<file path="src/rtl/pc_unit.sv">
// Fetch-stage program counter with stall, jump, flush redirect and a circular
// return-address stack for call/return.
module pc_unit #(
    parameter int                 WIDTH        = 16,
    parameter logic [WIDTH-1:0]   RESET_VECTOR = '0,
    parameter int                 INC          = 1,
    parameter int                 RAS_DEPTH    = 4
) (
    input  logic             clock,
    input  logic             reset_n,
    input  logic             stall,
    input  logic             flush,
    input  logic [WIDTH-1:0] flush_target,
    input  logic             jump,
    input  logic             call,
    input  logic             ret,
    input  logic [WIDTH-1:0] target,
    output logic [WIDTH-1:0] pc_out,
    output logic [WIDTH-1:0] pc_seq,
    output logic             ras_empty,
    output logic             ras_full,
    output logic             ras_overflow,
    output logic             ras_underflow
);

    localparam int               PTR_W   = $clog2(RAS_DEPTH);
    localparam logic [PTR_W:0]   DEPTH_C = (PTR_W + 1)'(RAS_DEPTH);
    localparam logic [WIDTH-1:0] INC_C   = WIDTH'(INC);

    logic [WIDTH-1:0] pc_q, pc_d;
    logic [PTR_W-1:0] top_q, top_d;
    logic [PTR_W:0]   count_q, count_d;
    logic             ovf_q, ovf_d;
    logic             unf_q, unf_d;
    logic [WIDTH-1:0] ras_q [RAS_DEPTH];
    logic             push;
    logic [PTR_W-1:0] pushIdx;

    assign pc_seq  = pc_q + INC_C;
    assign pushIdx = top_q + PTR_W'(1);

    // One request wins per edge: flush > stall > jump > call > ret > sequential.
    always_comb begin
        pc_d    = pc_seq;
        top_d   = top_q;
        count_d = count_q;
        ovf_d   = ovf_q;
        unf_d   = unf_q;
        push    = 1'b0;
        if (flush) begin
            pc_d = flush_target;
        end else if (stall) begin
            pc_d = pc_q;
        end else if (jump) begin
            pc_d = target;
        end else if (call) begin
            pc_d  = target;
            push  = 1'b1;
            top_d = pushIdx;
            if (count_q == DEPTH_C) begin
                ovf_d = 1'b1;
            end else begin
                count_d = count_q + (PTR_W + 1)'(1);
            end
        end else if (ret) begin
            if (count_q != '0) begin
                pc_d    = ras_q[top_q];
                top_d   = top_q - PTR_W'(1);
                count_d = count_q - (PTR_W + 1)'(1);
            end else begin
                unf_d = 1'b1;
            end
        end
    end

    always_ff @(posedge clock or negedge reset_n) begin
        if (!reset_n) begin
            pc_q    <= RESET_VECTOR;
            top_q   <= '0;
            count_q <= '0;
            ovf_q   <= 1'b0;
            unf_q   <= 1'b0;
        end else begin
            pc_q    <= pc_d;
            top_q   <= top_d;
            count_q <= count_d;
            ovf_q   <= ovf_d;
            unf_q   <= unf_d;
        end
    end

    // When full, the push lands on the oldest entry since the pointer wraps.
    always_ff @(posedge clock or negedge reset_n) begin
        if (!reset_n) begin
            for (int i = 0; i < RAS_DEPTH; i++) begin
                ras_q[i] <= '0;
            end
        end else if (push) begin
            ras_q[pushIdx] <= pc_seq;
        end
    end

    assign pc_out        = pc_q;
    assign ras_empty     = (count_q == '0);
    assign ras_full      = (count_q == DEPTH_C);
    assign ras_overflow  = ovf_q;
    assign ras_underflow = unf_q;

endmodule

</file>
<file path="config.mk">
export PLATFORM = sky130hd
export DESIGN_NAME = pc_unit
export DESIGN_NICKNAME = d
export VERILOG_FILES = /design/src/rtl/pc_unit.sv
export SDC_FILE = /design/constraint.sdc
export NUM_CORES = 1
export LEC_CHECK = 0
export BUFFER_PORTS_ARGS = -buffer_cell sky130_fd_sc_hd__buf_2
export CORE_MARGIN = 2
export CORE_UTILIZATION = 51
export DETAILED_ROUTE_END_ITERATION = 8
export PLACE_DENSITY = 0.81
export SLEW_MARGIN = 20
export SYNTH_ARGS = -nofsm -noshare
export SYNTH_HDL_FRONTEND = slang
export SYNTH_SLANG_ARGS = --single-unit
</file>
<file path="constraint.sdc">
create_clock -name clock -period 1.9 [get_ports clock]
set_input_delay 0.095 -clock clock [delete_from_list [all_inputs] [get_ports clock]]
set_output_delay 0.095 -clock clock [all_outputs]
set_load 0.1 [all_outputs]
</file>
# ---- Yosys cells after proc, flatten, opt, wreduce, memory -nomap -nowiden
# Index checks and enable logic that the tools add are counted.
dict set report totals {
  register_bits 87
  in_bits 39
  output_inout_bits 36
}
dict set report op_classes {
  add_sub_neg 5
  order_cmp 3
  eq_ne 3
  muxes 23
  bitwise_logic 7
  n_reduce_logical 9
}
# op n
set ops {}
lappend ops {{16-bit two-way mux} 9}
lappend ops {{64-bit bitwise mux} 1}
lappend ops {{16-bit binary-select mux with 2-bit select} 1}
lappend ops {{16-bit demux with 2-bit select} 1}
lappend ops {{16-bit by 1-bit adder with 16-bit output, second input constant} 1}
lappend ops {{3-bit two-way mux} 4}
lappend ops {{6-bit AND reduction} 2}
lappend ops {{5-bit AND reduction} 2}
lappend ops {{3-bit greater-or-equal comparator, second input constant} 2}
lappend ops {{2-bit two-way mux} 3}
lappend ops {{2-bit NOT with 3-bit output} 2}
lappend ops {{1-bit NOT} 5}
lappend ops {{1-bit two-way mux} 4}
lappend ops {{2-bit nonzero test} 2}
lappend ops {{3-bit by 1-bit adder with 3-bit output, second input constant} 1}
lappend ops {{3-bit equality test, second input constant} 1}
lappend ops {{3-bit zero test} 1}
lappend ops {{3-bit by 1-bit less-than comparator with 1-bit output, second input constant} 1}
lappend ops {{3-bit nonzero test} 1}
lappend ops {{3-bit by 1-bit subtractor with 3-bit output, second input constant} 1}
lappend ops {{2-bit by 1-bit adder with 2-bit output, second input constant} 1}
lappend ops {{2-bit by 1-bit != test with 1-bit output, second input constant} 1}
lappend ops {{2-bit != test, second input constant} 1}
lappend ops {{2-bit by 1-bit subtractor with 2-bit output, second input constant} 1}
lappend ops {{1-bit logical AND} 1}

# ---- Longest topological paths before layout
# Gate-level depths: netlist of the first run.
dict set report depth {
  word_depth 10
  ltp_mapped 8
}

# ---- Worst setup path after synthesis of the first run
# OpenSTA, ideal clock, no wires.
dict set report synth_path {
  path_kind {register to register}
  start {register pc_q[8] (netlist: pc_out[8])}
  end {register pc_q[13] (netlist: pc_out[13])}
  setup_time_ns 0.138
  arrival_time_ns 3.077
  required_time_ns 1.762
  path_slack_ns -1.316
  path_stages_with_launch 7
  synth_period_minus_slack_ns 3.216
  path_cell_list {dfrtp_1 > nand4_1 > nor4_1 > xnor2_1 > clkinv_1 > mux2i_1 > a31oi_1}
}
dict set report synth_between {
  elab_chain_cells 7
}
# item line
set synth_rtl {}
lappend synth_rtl {{start: declaration} 30} ;# logic [WIDTH-1:0] pc_q, pc_d;
lappend synth_rtl {{start signal: assignment} 84} ;# pc_q <= pc_d;
lappend synth_rtl {{16-bit by 1-bit adder with 16-bit output (*)} 39} ;# assign pc_seq = pc_q + INC_C;
lappend synth_rtl {{via pc_seq[13]} 19} ;# output logic [WIDTH-1:0] pc_seq,
lappend synth_rtl {{16-bit two-way mux} 66} ;# if (count_q != '0) begin
lappend synth_rtl {{16-bit two-way mux (*)} 65} ;# end else if (ret) begin
lappend synth_rtl {{16-bit two-way mux (*)} 56} ;# end else if (call) begin
lappend synth_rtl {{16-bit two-way mux (*)} 54} ;# end else if (jump) begin
lappend synth_rtl {{16-bit two-way mux (*)} 52} ;# end else if (stall) begin
lappend synth_rtl {{16-bit two-way mux (*)} 50} ;# if (flush) begin
# Mark *: on every way through the listed nets, which the timed path passes. The rest lies on a longest branch. The select of a mux whose other input is x is not followed.
# A chain may end at the register's enable or synchronous reset.

# ---- Worst setup path in the final report of the first run
dict set report layout_path {
  start {register pc_q[9] (netlist: pc_out[9])}
  end {output pc_seq[11]}
}
dict set report layout_between {
  elab_chain_cells 1
}
# item line
set layout_rtl {}
lappend layout_rtl {{16-bit by 1-bit adder with 16-bit output} 39}
lappend layout_rtl {{end: declaration} 19}
# Every way passes these cells.

==> impl_results.md, run 1 <==
* Area grow syn2layout at 40.5%
* I/O Pins at 75
* Share of layout cells above drive strength 1 at roughly 41%
* Final Non-Filler Cells at 700
* DP HPWL at ~8.7 mm
* Fillers at ~460
* Initial antenna violation count at 0
* PortBufs at 74
* Row count at 34
* Seq pwr share at 36.8%
* Post-synthesis area per instance at between 9 and 10 µm²
* Pwr Density at approximately 1400 mW/mm²
* Post-DR vias/cell at approximately 6.7
* RSZ-0062 raised after global routing: true
* Clk_lat worst skew at roughly 0.38 ns
* Hold path depth at 2
* Fin Clk Skew at a little over 0.02 ns
* # diodes at 0
* Clk slew on worst S/H paths at between 0.1 and 0.15 ns
* HP Class: primary input to register
* DR iter-0 viols at between 600 and 700
* DIE AREA at roughly 0.0096 mm²
* CP max-delay cell: dfrtp_4
* Final wirelength at 16.9 mm
* Critical path launch point type: register
* Flop-to-flop setup slack at -0.19 ns
* First-pass GRT wire length at around 21 mm
* Total vias in the final route at between 4k and 5k
* Bufs on Longest Clock Path at 2
* Largest net degree at the start of global routing at between 70 and 80
* Post-DRT Antenna Nets at 0
* Final hold vios at 0
* EDFF count, synth at 0
* Reg2Reg Depth at 7
* Mapped cell area at 0.00449 mm²
* Root Driver: clkbuf_8
* Required @ worst endpoint at between 1.5 and 2 ns
* Crit path max fanout at 6
* YS warnings at 0
* Syn nets at ~500
* Max Fclk at about 0.44 GHz
* Pleak at about 2.8 nW
* H-tree depth at 3
* FF-to-FF Start: pc_out[4]
* Die Y-Extent at ~100 µm
* Worst-margin pin slew at around 0.52 ns
* Grt ovf at 0
* Comb pwr share at 48.4%
* Core outline area at around 0.0086 mm²
* DR WL/cell at ~24 µm
* Critical Path AT at around 2.2 ns
* Vias in the first global route at between 4k and 5k
* Endpoint, Worst Hold: ras_underflow
* Synth async-reset ratio at between 90% and 100%
* Sequential fraction of the synthesis area at 48.5%
* Pins Over Slew Limit at 0
* WS Path Type: register to primary output
* Slew margin rel. at 64.9%
* Cell Int Power at between 4 and 5 mW
* Commonest register cell after synthesis: dfrtp_1
* Run status: finished, violations left
* CP max stage delay at ~0.51 ns
* Starting Density at between 50% and 60%
* CP endpoint kind: primary output
* Max Cap Viol at 0
* Failing checks: setup timing
* Placed insts at 640
* Endpoints failing setup at 17
* Drt drc at 0
* VDD IR max at 553 µV
* CTS buffer count at 9
* Yosys reg bits at 87
* Die X at around 98 µm
* CP top delay family: buffers and inverters
* CTS tree: done
* Synth cell types at 54
* Final WS setup at -0.372 ns
* Period utilization at 120%
* Place WS at about 0.053 ns
* Layout Nets at between 600 and 700
* TNS Setup at -3.27 ns
* Gpl congestion at roughly 0.90
* Worst Path Buf+Inv at 3
* Switch share at about 45%
* Cell Chain, Critical Path: nand4_1, buf_4, nor3_2, xnor2_2, clkinvlp_4, buf_12
* Worst r2r dst: pc_out[13]
* Global Route Usage Sum at roughly 28%
* Tmin final at about 2.3 ns
* Cells after Synth at roughly 450
* Hold_sp: ret
* Clock share of power at 14.9%
* CTS sink cnt at between 80 and 90
* Net switching power at a little under 4 mW
* Drt pass-1 iters at 5
-- final cells by class --
type	count	area, µm²	area share [%]
repair buffers	152	1270	20.1
inverters	21	110	1.74
clock buffers	9	124	1.96
flip-flops and latches	87	2230	35.3
clock inverters	7	63.8	1.01
well taps	108	135	2.14
multi-input cells	316	2390	37.8
-- layer usage --
layer | part of all wire (%) | vias to the layer above | GRT usage, %
li1 | - | 1852 | -
met1 | 35 | 2221 | 36.8
met2 | 46 | 451 | 45.9
met3 | 11 | 164 | 6.16
met4 | 7.9 | 0 | 13.6
met5 | 0 | - | 0
-- cells by family (layout without fill, tap and decap cells) --
family,count (synthesis),in the layout,share of synthesized area (%)
muxes,26,26,10.5
adders and majority gates,6,6,1.84
DFF,87,87,48.5
xor gates and xnor gates,18,18,3.68
AOI/OAI and AO/OA,121,121,16.0
buffers and inverters,50,189,4.79
and+or+nand+nor,145,145,14.7
-- worst max-delay path by stage --
stage / startpoint / to / slack [ns] / cells past startpoint
detailed placement: pc_out[2] / pc_out[12] / 0.05 / 6
global placement: pc_out[3] / pc_out[12] / 0.13 / 6
CTS: pc_out[3] / pc_seq[12] / -0.23 / 5
global route: pc_out[1] / pc_seq[4] / -0.40 / 6
floorplan: pc_out[0] / pc_out[12] / -0.34 / 7
finish: pc_out[9] / pc_seq[11] / -0.37 / 6
-- what timing repair did --
action,CTS,global route
hold buffers,14,0
resized for setup,18,33
endpoints found under the hold margin,100,0
setup buffers,16,16
setup endpoints to repair,13,24
pin swaps,10,13
-- layout by cell type, fill, tap and decap left out, drive strengths merged, types with 2 or more instances in the layout --
master / synthesis / layout
dlygate4sd3: 0 / 14
o21ai: 17 / 17
a211oi: 4 / 4
o31ai: 2 / 2
clkbuf: 12 / 9
mux2: 9 / 9
a221oi: 4 / 4
nor3: 7 / 7
a21oi: 74 / 74
o22ai: 2 / 2
nor4: 2 / 2
xor2: 6 / 6
nor2: 77 / 77
dfrtp: 87 / 87
a221o: 3 / 3
nand3: 9 / 9
or4: 2 / 2
a31oi: 4 / 4
mux4: 16 / 16
nand4: 3 / 3
inv: 19 / 18
nand2: 28 / 28
o21a: 2 / 2
clkinv: 2 / 3
xnor2: 12 / 12
buf: 17 / 138
a31o: 2 / 2
and3: 8 / 8
ha: 5 / 5
nand3b: 5 / 5
clkinvlp: 0 / 7
-- sequential cells by signal (all words and copies together) (netlist names) --
signal         flops
top_q              2
pc_out            16
count_q            3
ras_q             64
ras_overflow       1
ras_underflow      1
-- power groups by stage --
stage	Combinational (mW)	Sequential (mW)	Clock, mW
global placement	3.53	3.05	0
global route	4.35	3.21	1.38
floorplan	2.32	3.43	0
finish	4.16	3.17	1.28
CTS	3.82	3.09	1.26
detailed placement	3.67	3.12	0
-- stage by stage --
stage | power [mW] | util, % | area, µm² | hold slack, ns
2_1_floorplan | 5.75 | - | 4650 | -0.201
5_1_grt | 8.94 | 73.1 | 6310 | 0.0539
3_5_place_dp | 6.78 | 63.6 | 5490 | -0.0148
4_1_cts | 8.16 | 70.1 | 6050 | 0.000494
3_3_place_gp | 6.58 | 63.6 | 5490 | -0.0223
6_report | 8.61 | 73.1 | 6310 | 0.0650
-- cells in the mapped netlist, drive strengths merged (9+ instances only) --
library cell / instances / area, µm²
mux4: 16 / 360
xnor2: 12 / 105
nand2: 28 / 105
nor2: 77 / 289
a21oi: 74 / 378
mux2: 9 / 101
dfrtp: 87 / 2180
nand3: 9 / 45.0
inv: 19 / 71.3
o21ai: 17 / 88.8
clkbuf: 12 / 45.0
buf: 17 / 90.1
Power figures use the tool's default switching activity.
==> run 2, diff against run 1 <==
REMOVE_ABC_BUFFERS = 1   (was default)
==> run 2 against run 1 <==
The run still ends with setup timing left. Die area did not move. Sequential power fell by 1%. Critical path depth rose by 1. Worst setup slack improved by 0.11 ns. Non-clock buffer count rose by 9. Highest routed layer unchanged.
==> impl_results.md, run 2 (synthesized netlist as in run 1, its figures left out) <==
* Post-route cell area at approximately 0.006 mm²
* Met3 GRT Util at under 10%
* Vias in the first global route at ~4.2k
* VDD IR max at 874 µV
* Die X at 97.9 µm
* WS Path Type: register to primary output
* CTS buffer count at 9
* DIE AREA at between 0.009 and 0.01 mm²
* CP max stage delay at 0.39 ns
* CP max-delay cell: dfrtp_1
* Grt ovf at 0
* Place WS at 0.0270 ns
* Total vias in the final route at ~4.4k
* Post-DRT Antenna Nets at 0
* Starting Density at a little over half
* Final wirelength at approximately 15 mm
* Tmin final at roughly 2.2 ns
* Critical path launch point type: register
* CTS tree: done
* CP endpoint: pc_seq[14]
* Endpoints failing setup at 12
* Met1 usage at between 30% and 40%
* DR WL/cell at between 20 and 25 µm
* Placed insts at ~660
* Commonest non-fill, non-tap cells in the layout: dfrtp_1 (86), nor2_1 (74), a21oi_1 (71)
* RSZ-0062 raised after global routing: true
* Flop-to-flop setup slack at -0.05 ns
* Overall power at between 8 and 9 mW
* Failing checks: setup timing
* Worst Path Buf+Inv at 4
* Drt pass-1 iters at 7
* Slew margin rel. at a little under two thirds
* Share of layout cells above drive strength 1 at approximately two fifths
* CP endpoint kind: primary output
* Worst path depth at 7
* FF-to-FF Start: pc_out[5]
* Clk_lat worst skew at 0.38 ns
* H-tree depth at 3
* Commonest non-fill, non-tap cell in the layout: dfrtp_1
* Reg2Reg Depth at 9
* Pins Over Slew Limit at 0
* PortBufs at 74
* Worst-margin pin slew at approximately 0.55 ns
* Period utilization at 114%
* CTS sink cnt at 87
* Largest net degree at the start of global routing at 38
* Row count at 34
* Required @ worst endpoint at roughly 1.8 ns
* Area grow syn2layout at 37.0%
* Final hold vios at 0
* Layout Nets at about 640
* First-pass GRT wire length at 21.0 mm
* Root Driver: clkbuf_8
* Pleak at approximately 2.9 nW
* Max reg flops at 64
* Clk slew on worst S/H paths at ~0.080 ns
* Core outline area at 0.00864 mm²
* I/O Pins at 75
* Post-DR vias/cell at 6.18
* Cell Chain, Critical Path: nand4_1, buf_4, nor4_4, xnor2_2, buf_4, inv_1, buf_12
* Die Y-Extent at 97.9 µm
* # diodes at 0
* Max Cap Viol at 0
* Most flops, register: ras_q
* CP top delay family: buffers and inverters
* Worst r2r dst: ras_q[27]
* Met2 usage at a little under half
* Gpl congestion at roughly 0.87
* Critical Path AT at roughly 2.1 ns
* Crit path max fanout at 5
* Final Non-Filler Cells at about 710
* Pwr Density at ~1300 mW/mm²
* Run status: finished, violations left
* Global Route Usage Sum at ~28%
* DR iter-0 viols at between 500 and 600
* Fin Clk Skew at approximately 0.0084 ns
* Drt drc at 0
* Max Fclk at 0.462 GHz
* GRT busiest layer: met2
* DP Area at roughly 0.0054 mm²
* Worst setup path startpoint: pc_out[9]
* Hold Slack at between 0.03 and 0.04 ns
* Bufs on Longest Clock Path at 2
* DP HPWL at between 8 and 9 mm
* CP dominant cell by count: buf_4
* Final WS setup at -0.263 ns
* HP Class: primary input to register
* Initial antenna violation count at 0
==> run 2: cell types whose count changed in the layout (fill, tap and decap cells not counted), moves of 3 or more <==
cell,previous run,this run
dfrtp_1,70,86
buf_4,52,67
dfrtp_4,12,0
clkinvlp_4,7,1
buf_12,17,12
xnor2_2,3,8
dfrtp_2,5,1
inv_2,2,6
clkinv_4,3,0
inv_1,11,14
xnor2_4,4,1
==> run 2: final cells by class <==
type | instances | area [µm²]
flip-flops and latches | 87 | 2180
clock buffers | 11 | 131
repair buffers | 161 | 1270
inverters | 21 | 81.3
fillers | 537 | 2480
clock inverters | 4 | 47.5
multi-input cells | 316 | 2310
well taps | 108 | 135
==> run 2: worst min path at each step <==
stage | slack [ns] | depth (start not counted) | startpoint | to
after floorplan | -0.20 | 0 | reset_n | count_q[0]
after global placement | 0.07 | 1 | reset_n | ras_q[34]
after detailed placement | 0.08 | 1 | reset_n | pc_out[4]
after CTS | 0.04 | 3 | target[2] | pc_out[2]
after global routing | 0.04 | 3 | target[2] | pc_out[2]
final | 0.04 | 3 | target[2] | pc_out[2]
==> run 2: worst reg2reg max path: stages, from the launching register on <==
cell and delay (ns):
dfrtp_1 0.42, nand4_4 0.22, buf_4 0.20, buf_6 0.11, nor3_4 0.23, xnor2_2 0.12, buf_4 0.15, buf_4 0.13
buf_4 0.13, a21oi_1 0.15
==> run 2: repair_timing <==
action	in CTS	in global routing
setup endpoints to repair	14	20
hold buffers	15	0
pin swaps	7	13
gates resized for setup	20	32
hold endpoints to repair	47	0
gates cloned	0	0
setup buffers	8	15
==> run 2: through the flow <==
step | setup TNS (ns) | util (%)
global placement | 0 | 62.8
global route | -2.90 | 71.3
finish | -1.58 | 71.3
detailed placement | 0 | 62.8
CTS | -1.53 | 68.5
floorplan | -34.40 | -
==> run 2: power by group <==
part | internal, mW | switching [mW]
clock network | 0.597 | 0.661
registers | 2.57 | 0.557
logic | 1.58 | 2.30
total | 4.75 | 3.52
==> run 2: layer usage <==
metal / vias to the layer above / wire (µm)
li1: 1875 / -
met1: 2085 / 5270
met2: 316 / 7310
met3: 97 / 1320
met4: 0 / 867
met5: - / 0
==> run 3, diff against run 2 <==
SETUP_SLACK_MARGIN = 0.5   (was default)
==> run 3 against run 2 <==
The run still ends with setup timing left. Cell area grew 24%. Maximum frequency shrank 8.3%. Utilization grew 17 points. Worst hold slack gained 0.0083 ns. Global-route usage grew 16 points. Die area is the same. Sequential share of layout area shrank 6.8 points.
==> impl_results.md, run 3 (synthesized netlist as in run 1, its figures left out) <==
* Run status: finished, violations left
* Failing checks: setup timing
* DP Area at around 0.0054 mm²
* Worst Path Buf+Inv at 4
* Critical path launch point type: register
* FF-to-FF Start: pc_out[7]
* Worst-margin pin slew at ~0.77 ns
* Bufs on Longest Clock Path at 2
* CP endpoint kind: primary output
* Pwr Density at approximately 1400 mW/mm²
* Final core utilization at between 80% and 90%
* Critical Path AT at 2.26 ns
* Gpl congestion at between 0.8 and 0.9
* Pins Over Slew Limit at 0
* Post-DR vias/cell at between 7 and 8
* Total vias in the final route at around 5.5k
* CTS tree: done
* Endpoints failing setup at 27
* Global Route Usage Sum at 43.5%
* Root Driver: clkbuf_8
* Cell Chain, Critical Path: nand4_1, buf_4, buf_4, nor3_4, xnor2_2, inv_1, buf_12
* Final WS setup at -0.458 ns
* Tmin final at approximately 2.4 ns
* Worst setup path startpoint: pc_out[7]
* DIE AREA at about 0.0096 mm²
* CP max-delay cell: dfrtp_1
* Share of layout cells above drive strength 1 at between 50% and 60%
* Die Y-Extent at a little under 100 µm
* Row count at 34
* CP top delay family: buffers and inverters
* RSZ-0062 raised after global routing: true
* Area grow syn2layout at 70.4%
* PortBufs at 74
* First-pass GRT wire length at around 32 mm
* Clk slew on worst S/H paths at roughly 0.09 ns
* Final hold vios at 0
* Most flops, register: ras_q
* Clk_lat worst skew at roughly 0.39 ns
* Grt ovf at 0
* Commonest non-fill, non-tap cell in the layout: dfrtp_1
* Drt pass-1 iters at 8
* Hold Slack at between 0.04 and 0.05 ns
* Post-DRT Antenna Nets at 0
* DR iter-0 viols at between 900 and 1k
* Fin Clk Skew at ~0.010 ns
* Max Cap Viol at 0
* Starting Density at between 50% and 60%
* Core outline area at roughly 0.0086 mm²
* DP HPWL at 8.99 mm
* Final Non-Filler Cells at ~750
* Placed insts at roughly 660
* VDD IR max at approximately 920 µV
* I/O Pins at 75
* Crit path max fanout at 6
* Slew margin rel. at around 48%
* # diodes at 0
* Commonest non-fill, non-tap cells in the layout: dfrtp_1 (79), buf_4 (67), nor2_1 (43)
* DR WL/cell at 31.8 µm
* Largest net degree at the start of global routing at 38
* Final wirelength at around 24 mm
* CTS sink cnt at 87
* HP Class: primary input to register
* Max Fclk at between 0.4 and 0.5 GHz
* Vias in the first global route at 5,350
* Drt drc at 0
* CP dominant cell by count: buf_4
* Hold_sp: flush_target[13]
* Initial antenna violation count at 0
* Post-route cell area at roughly 0.0077 mm²
* Die X at around 98 µm
* CTS buffer count at 9
* CP max stage delay at between 0.4 and 0.5 ns
* Period utilization at 124%
* Max reg flops at 64
* H-tree depth at 3
* Required @ worst endpoint at 1.80 ns
* Pleak at between 3 and 4 nW
* Layout Nets at just under 700
* WS Path Type: register to primary output
==> run 3: per-layer routing <==
metal / up-vias / GRT usage [%] / share of wire (%)
met5: - / 0 / 0
met4: 0 / 31.6 / 11
met3: 280 / 12.8 / 13
met2: 663 / 67.0 / 44
met1: 2568 / 52.3 / 31
li1: 1963 / - / -
==> run 3: worst paths after layout <==
kind,slack (ns),endpoint,cells past startpoint
worst min-delay path,0.05,pc_out[13],3
worst max register to register,-0.31,ras_q[60],8
max in group asynchronous,0.88,top_q[0],3
worst min register to register,0.53,ras_underflow,1
worst max-delay path,-0.46,pc_seq[11],7
min in group asynchronous,0.27,ras_q[50],2
==> run 3: cell type report <==
class	count	area, µm²
repair buffers	204	2180
clock inverters	4	47.5
clock buffers	11	131
inverters	21	88.8
well taps	108	135
multi-input cells	316	2890
fillers	319	980
flip-flops and latches	87	2190
==> run 3: worst min-delay path, cell delays in order <==
cell     delay, ns
buf_2         0.08
a21oi_1       0.06
a31oi_1       0.16
==> run 3: report_power, final <==
part           switching, mW  leakage (nW)  total [mW]  internal, mW
clock                  0.720        0.0892        1.32         0.598
combinational           3.28          2.17        5.97          2.69
sequential             0.872          1.07        3.45          2.58
total                   4.88          3.33        10.7          5.87
==> run 3: timing repair <==
| item | CTS | global route |
|---|---|---|
| hold endpoints to repair | 47 | 0 |
| cloned | 10 | 0 |
| pin swaps | 43 | 25 |
| endpoints found under the setup margin | 114 | 113 |
| buffers inserted | 35 | 19 |
| resized for setup | 231 | 112 |
| hold buffers | 15 | 0 |
==> run 3: metrics by stage <==
step	total power, mW	setup slack [ns]	setup TNS, ns
finish	10.7	-0.458	-5.80
floorplan	5.57	-1.33	-34.40
global placement	6.51	0.164	0
CTS	9.25	-0.226	-1.68
global route	11.0	-0.478	-6.33
detailed placement	6.69	0.0270	0
